===== src/rtl/reg_pipe_hs.sv =====
// -----------------------------------------------------------------------------
// reg_pipe_hs
//   Elastic pipeline register chain with a valid/ready handshake on both sides.
//   Each stage keeps its own valid bit, so an empty stage keeps accepting data
//   while the stages after it are stalled (bubble collapsing). A full pipe with
//   ReadyOut low holds every beat unchanged. CLR empties the pipe on the next
//   edge. Cnt is a registered count of the valid beats held.
//   With stages = 0 the block is a plain wire-through with no registers.
//
// Parameters
//   width    data word width in bits (>= 1)
//   stages   number of register stages (>= 0)
//
// Ports
//   CLK       in   clock, rising edge
//   RST       in   asynchronous reset, active low
//   CLR       in   synchronous flush, active high
//   ValidIn   in   upstream data valid
//   ReadyIn   out  block accepts a beat this cycle
//   DIn       in   upstream data [width]
//   ValidOut  out  last stage holds valid data
//   ReadyOut  in   downstream accepts a beat this cycle
//   DOut      out  last stage data [width]
//   Cnt       out  number of valid beats held [clog2(stages+1), min 1]
// -----------------------------------------------------------------------------
module reg_pipe_hs #(
  parameter  int width  = 8,
  parameter  int stages = 2,
  localparam int CNT_W  = (stages > 0) ? $clog2(stages + 1) : 1
) (
  input  logic             CLK,
  input  logic             RST,
  input  logic             CLR,
  input  logic             ValidIn,
  output logic             ReadyIn,
  input  logic [width-1:0] DIn,
  output logic             ValidOut,
  input  logic             ReadyOut,
  output logic [width-1:0] DOut,
  output logic [CNT_W-1:0] Cnt
);

  if (stages == 0) begin : g_pass

    // Pure pass-through; clock and reset have no function here.
    logic w_unused;
    assign w_unused = &{1'b0, CLK, RST};

    assign ValidOut = ValidIn;
    assign DOut     = DIn;
    assign ReadyIn  = ReadyOut & ~CLR;
    assign Cnt      = '0;

  end else begin : g_pipe

    logic [stages-1:0] r_valid;
    logic [width-1:0]  r_data [stages];
    logic [CNT_W-1:0]  r_cnt;

    logic [stages:0]   w_ready;                // w_ready[k]: stage k may load
    logic [stages-1:0] w_up_valid;             // valid presented to stage k
    logic [width-1:0]  w_up_data [stages];     // data presented to stage k
    logic              w_in_hs;
    logic              w_out_hs;

    // Ready ripples back from the output: a stage can load when it is empty
    // or when the stage after it is moving on this edge.
    always_comb begin
      // NOTE: every variable written here gets a default first, so no path
      // leaves it unassigned and no latch is inferred.
      w_ready         = '0;
      w_ready[stages] = ReadyOut;
      for (int k = stages - 1; k >= 0; k--) begin
        w_ready[k] = ~r_valid[k] | w_ready[k+1];
      end
    end

    // Upstream view of each stage: the block input for stage 0, the previous
    // stage otherwise.
    always_comb begin
      w_up_valid    = '0;
      w_up_data     = '{default: '0};
      w_up_valid[0] = ValidIn;
      w_up_data[0]  = DIn;
      for (int k = 1; k < stages; k++) begin
        w_up_valid[k] = r_valid[k-1];
        w_up_data[k]  = r_data[k-1];
      end
    end

    assign ReadyIn  = w_ready[0] & ~CLR;
    assign ValidOut = r_valid[stages-1];
    assign DOut     = r_data[stages-1];
    assign Cnt      = r_cnt;

    assign w_in_hs  = ValidIn  & ReadyIn;
    assign w_out_hs = ValidOut & ReadyOut;

    // NOTE: sequential state is updated with non-blocking assignments so every
    // stage samples the pre-edge value of its neighbour.
    always_ff @(posedge CLK or negedge RST) begin
      if (!RST) begin
        r_valid <= '0;
        r_cnt   <= '0;
        // NOTE: the data stages are a handful of flops, not a RAM, and DOut
        // must read zero out of reset, so they are reset along with the valids.
        for (int k = 0; k < stages; k++) begin
          r_data[k] <= '0;
        end
      end else if (CLR) begin
        // Flush drops the contents; data registers may keep stale values
        // because nothing reads them while the valids are low.
        r_valid <= '0;
        r_cnt   <= '0;
      end else begin
        for (int k = 0; k < stages; k++) begin
          if (w_ready[k]) begin
            r_valid[k] <= w_up_valid[k];
            // Only capture real beats; a bubble leaves the old data in place.
            if (w_up_valid[k]) begin
              r_data[k] <= w_up_data[k];
            end
          end
        end

        if (w_in_hs && !w_out_hs) begin
          r_cnt <= r_cnt + CNT_W'(1);
        end else if (!w_in_hs && w_out_hs) begin
          r_cnt <= r_cnt - CNT_W'(1);
        end
      end
    end

  end

endmodule


===== config.mk =====
export PLATFORM = sky130hd
export DESIGN_NAME = reg_pipe_hs
export DESIGN_NICKNAME = d
export VERILOG_FILES = /design/src/rtl/reg_pipe_hs.sv
export SDC_FILE = /design/constraint.sdc
export NUM_CORES = 1
export LEC_CHECK = 0
export ABC_AREA = 0
export BUFFER_PORTS_ARGS = -buffer_cell sky130_fd_sc_hd__buf_2
export CAP_MARGIN = 40
export CORE_MARGIN = 3
export CORE_UTILIZATION = 54
export DETAILED_ROUTE_END_ITERATION = 10
export PLACE_DENSITY = 0.83
export SETUP_SLACK_MARGIN = 0.2
export SLEW_MARGIN = 20
export SYNTH_ARGS = -nofsm -noshare
export SYNTH_HDL_FRONTEND = slang
export SYNTH_SLANG_ARGS = --single-unit

===== constraint.sdc =====
create_clock -name CLK -period 3.7 [get_ports CLK]
set_input_delay 0.74 -clock CLK [delete_from_list [all_inputs] [get_ports CLK]]
set_output_delay 0.74 -clock CLK [all_outputs]
set_load 0.05 [all_outputs]

==> results of run 1 <==
kinds of logic (layout without fill, tap and decap cells):
group,count (synthesis),in the layout,share of synthesized area [%]
multiplexers,18,18,25.2
flip-flops,20,20,54.3
buffers and inverters,13,30,9.50
AO/OA/AOI/OAI,5,5,3.26
AND/OR/NAND/NOR,12,12,7.73
worst max-delay path, cell delays in order:
cell     delay (ns)
buf_2          0.11
and3b_1        0.20
nor2_1         0.08
buf_2          0.26
flip-flops by register name, indices dropped and copies added (netlist names):
register        count
Cnt                 2
DOut                8
g_pipe.r_valid      2
g_pipe.r_data       8
through the flow:
| step | hold WS [ns] | power [uW] | area, um^2 |
|---|---|---|---|
| floorplan | 0.444 | 492 | 922 |
| global placement | 0.482 | 498 | 982 |
| detailed placement | 0.488 | 506 | 982 |
| CTS | 0.359 | 682 | 1030 |
| global route | 0.366 | 708 | 1030 |
| finish | 0.353 | 671 | 1030 |
final cells by class:
| class | count | area (um^2) |
|---|---|---|
| Tap cell | 16 | 20.0 |
| Clock inverter | 1 | 30.0 |
| Multi-Input combinational cell | 35 | 334 |
| Inverter | 2 | 7.51 |
| Clock buffer | 3 | 22.5 |
| Timing Repair Buffer | 24 | 120 |
| Fill cell | 127 | 524 |
| Sequential cell | 20 | 500 |
synthesized netlist by cell type (2+ instances only):
master / number / share of area (%)
dfrtp_1: 20 / 54
nor2b_1: 2 / 1.4
and3b_1: 2 / 1.9
inv_1: 2 / 0.81
mux2_4: 8 / 13
mux2_2: 10 / 12
nor2_1: 6 / 2.4
buf_4: 8 / 6.5
a21oi_1: 2 / 1.1
final timing paths:
check	to	slack, ns	start	cells after the start
max	ReadyIn	1.56	ReadyOut	4
min	g_pipe.r_data[12]$_DFFE_PN0P_	0.35	RST	1
max reg2reg	g_pipe.r_data[11]$_DFFE_PN0P_	1.95	g_pipe.r_valid[1]$_DFFE_PN0P_	3
min reg2reg	DOut[2]$_DFFE_PN0P_	0.51	DOut[2]$_DFFE_PN0P_	1
max in group asynchronous	DOut[7]$_DFFE_PN0P_	3.04	RST	1
min in group CLK	DOut[2]$_DFFE_PN0P_	0.51	DOut[2]$_DFFE_PN0P_	1
where the power goes:
group / internal [uW] / switching, uW
registers: 261 / 22.1
logic: 69.9 / 144
clock network: 110 / 64.0
total: 441 / 231
metal layers:
metal	vias to the layer above	global-route usage, %	wire length (um)
met5	-	0	0
met4	0	3.31	0
met3	0	6.90	79
met2	15	24.9	742
met1	270	16.0	552
li1	261	-	-
==> run metrics, run 1 <==
# IOs 25; Vias/cell between 5 and 6; static leakage between 0.0005 and 0.0006 uW; clk_lat worst skew ~0.30 ns; H-Tree Depth 1; initial antenna violation count 0; async set-reset flop share out of synthesis 100%; post-layout util approximately 66%; Fin. Hold Viols 0; worst endpoint required time roughly 3.0 ns; CP Capture Type primary output; kind of critical path in -> out; Avg Inst Size Synth ~14 um^2; post-CTS setup buffers 0; Max clock buf depth 2; Cell variety after synth 17; Detailed Place HPWL between 1000 and 1500 um; fmax 468 MHz; RSZ-0062 raised after global routing false; cts bufs inserted 3; first-pass GRT wire length roughly 2200 um; Rows 14; VDD IR max about 0.59 mV; commonest cells after routing, fill and taps aside buf_2 (24), dfrtp_1 (20), mux2_2 (10), mux2_4 (8), nor2_1 (6); Post-synth EDFFs 0; Setup-failing EPs final 0; gr usage total roughly 14%; CTS tree built; Slew Viols, Final 0; register area share after synthesis between 50% and 60%; syn nets 81; largest net degree at the start of global routing 21; dpl ws 1.53 ns; Startpoint Class primary input; worst slew pin tran 0.500 ns; DRC viols 0; share of layout cells above drive strength 1 between 50% and 60%; Max Cap Viol 0; port bufs 24; commonest non-fill, non-tap cell in the layout buf_2; Power Density between 600 and 700 nW/um^2; YS warnings 0; antenna viol nets, final 0; HP Class in -> async; Cell Count Post-Placement slightly below 100; DRT Pass-1 Iters 2; dominant synthesized flop cell dfrtp_1; Sink Count 20; chip width approximately 47 um; critical path arrival around 1.4 ns; status finished, final reports clean; Slew HR around two thirds; post-route setup slack ~1.6 ns; Mapped Area roughly 920 um^2; clock skew 0.00940 ns; Routability Congestion approximately 0.64; vias in the first global route 541; via count about 550; die area ~2200 um^2; Nets around 100; Worst-path clk slew about 0.11 ns; core area 1560 um^2; Resize count post-CTS 0; routed len/inst 13.6 um; Post-Layout Cell Count around 100; fin crit period between 2 and 2.5 ns; hold buffer count at cts 0; fin crit share between 50% and 60%; initial core utilization roughly 59%; Root Driver clkbuf_4; post-synthesis register bit count 20; Remaining Overflow, GRT 0; DRT iter0 DRCs 4; cells after synthesis 68; worst-path maximum fanout 5; overall routed net length between 1000 and 1500 um; setup TNS 0 ns; ANT cells 0; DIE HEIGHT roughly 47 um; area delta synth->final 12.2%
Note: power is estimated with default switching activity, not from simulation.
==> inputs of run 2 (changes only) <==
--- a/config.mk
+++ b/config.mk
@@ -8,10 +8,11 @@
 export ABC_AREA = 0
 export BUFFER_PORTS_ARGS = -buffer_cell sky130_fd_sc_hd__buf_2
 export CAP_MARGIN = 40
+export CORE_ASPECT_RATIO = 0.75
 export CORE_MARGIN = 3
-export CORE_UTILIZATION = 54
+export CORE_UTILIZATION = 50
 export DETAILED_ROUTE_END_ITERATION = 10
-export PLACE_DENSITY = 0.83
+export PLACE_DENSITY = 0.78
 export SETUP_SLACK_MARGIN = 0.2
 export SLEW_MARGIN = 20
 export SYNTH_ARGS = -nofsm -noshare
==> constraint.sdc (replaced) <==
create_clock -name CLK -period 2.1 [get_ports CLK]
set_input_delay 0.42 -clock CLK [delete_from_list [all_inputs] [get_ports CLK]]
set_output_delay 0.42 -clock CLK [all_outputs]
set_load 0.05 [all_outputs]
==> run 2 against run 1 <==
Against the previous run: power increased by 57%; die area up 7.2%; non-clock buffer count unchanged; clock skew shrank 0.0033 ns; routed wire length grew 4.0%; sequential share of layout area rose by 1.0 points; register-to-register slack lost 1.6 ns; sequential power increased by 77%; critical path depth decreased by 1; clock power about the same; clock-buffer cell count did not move; global-route usage decreased by 0.92 points.
==> run metrics, run 2 (synthesized netlist as in run 1, its figures left out) <==
status finished, final reports clean; commonest cells after routing, fill and taps aside buf_2 (24), dfrtp_1 (20), mux2_2 (10), mux2_4 (8), nor2_1 (5); worst r2r dst g_pipe.r_data[15]$_DFFE_PN0P_; Psw between 400 and 500 uW; cells on worst reg2reg path 3; routed len/inst ~14 um; post-CTS setup buffers 0; internal cell power around 650 uW; setup TNS 0 ns; die area about 2400 um^2; kind of critical path reg -> reg; Combinational Power Share approximately 36%; commonest non-fill, non-tap cell in the layout buf_2; fmax around 570 MHz; worst-path maximum fanout 8; DRT iter0 DRCs 3; H-Tree Depth 1; Fin. Hold Viols 0; critical path arrival approximately 2 ns; R2R setup slack approximately 0.34 ns; CTS tree built; HP Class in -> async; VDD IR max roughly 0.66 mV; sw frac a little under two fifths; first-pass GRT wire length 2380 um; hold buffer count at cts 0; antenna viol nets, final 0; Rows 12; Seq pwr share between 40% and 50%; Worst-path clk slew about 0.10 ns; Filler cells about 120; initial antenna violation count 0; share of layout cells above drive strength 1 approximately 55%; sequential standard cell area 500 um^2; Detailed Place HPWL around 1100 um; # IOs 25; reg-to-reg startpoint g_pipe.r_valid[1]$_DFFE_PN0P_; Clk network pwr share about 17%; DIE HEIGHT about 43 um; Power Density around 1000 nW/um^2; Sink Count 20; via count 542; vias in the first global route about 530; clock skew ~0.006 ns; Routability Congestion 0.688; worst slew pin tran 0.518 ns; cts bufs inserted 3; largest net degree at the start of global routing 21; Startpoint Class register; Resize count post-CTS 0; Slew HR between 60% and 70%; Setup-failing EPs final 0; initial core utilization between 50 and 60%; gr usage total between 10% and 20%; Root Driver clkbuf_4; area occupied by multi-input gates about 340 um^2; worst endpoint required time around 2.3 ns; ANT cells 0; core area roughly 1600 um^2; Remaining Overflow, GRT 0; fin crit period approximately 1.8 ns; CP Capture Type register; chip width ~56 um; Nets between 90 and 100; clk_lat worst skew 0.30 ns; Slew Viols, Final 0; Max clock buf depth 2; fin crit share a little over four fifths; port bufs 24; area delta synth->final 9.90%; overall routed net length ~1400 um; Max Cap Viol 0; static leakage 0.000523 uW; RSZ-0062 raised after global routing false; DRT Pass-1 Iters 2; Vias/cell roughly 5.2; Power Total around 1100 uW; DRC viols 0
[run 2: worst max-delay path: stages (launching register included)]
cell	delay (ns)
dfrtp_1	0.45
and3b_1	0.22
or3b_1	0.60
mux2_4	0.38
[run 2: cell type report]
class                           count  area share [%]
Multi-Input combinational cell     35            33.2
Timing Repair Buffer               24            11.9
Tap cell                           21            2.59
Inverter                            2           0.741
Sequential cell                    20            49.4
Clock buffer                        3            2.22
[run 2: worst max-delay path by stage]
stage | cells past startpoint | endpoint | slack (ns) | startpoint
after CTS | 3 | g_pipe.r_data[15]$_DFFE_PN0P_ | 0.34 | g_pipe.r_valid[1]$_DFFE_PN0P_
after global routing | 3 | g_pipe.r_data[15]$_DFFE_PN0P_ | 0.28 | g_pipe.r_valid[1]$_DFFE_PN0P_
after floorplan | 4 | g_pipe.r_data[10]$_DFFE_PN0P_ | 0.32 | g_pipe.r_valid[1]$_DFFE_PN0P_
after global placement | 4 | g_pipe.r_data[10]$_DFFE_PN0P_ | 0.31 | ReadyOut
final | 3 | g_pipe.r_data[15]$_DFFE_PN0P_ | 0.34 | g_pipe.r_valid[1]$_DFFE_PN0P_
after detailed placement | 4 | g_pipe.r_data[12]$_DFFE_PN0P_ | 0.24 | ReadyOut
[run 2: metal layers]
metal / vias up / global-route usage (%) / part of all wire [%]
li1: 262 / - / -
met2: 16 / 20.5 / 50
met1: 264 / 17.4 / 43
met3: 0 / 6.69 / 7.1
met4: 0 / 2.91 / 0
met5: - / 0 / 0
[run 2: power by group through the flow]
stage | registers [uW] | clock network [uW] | logic, uW
finish | 502 | 175 | 379
floorplan | 516 | 0 | 352
detailed placement | 510 | 0 | 384
CTS | 503 | 179 | 384
global route | 511 | 198 | 395
global placement | 504 | 0 | 376
[run 2: per-stage QoR]
stage               instance area, um^2  util [%]  hold slack [ns]  cells  setup WS, ns
floorplan                           925         -            0.124     68         0.315
global placement                    991      61.7            0.384    102         0.313
detailed placement                  991      61.7            0.379    102         0.245
CTS                                1010      63.1           0.0541    105         0.342
global route                       1010      63.1           0.0579    105         0.285
finish                             1010      63.1           0.0392    105         0.339
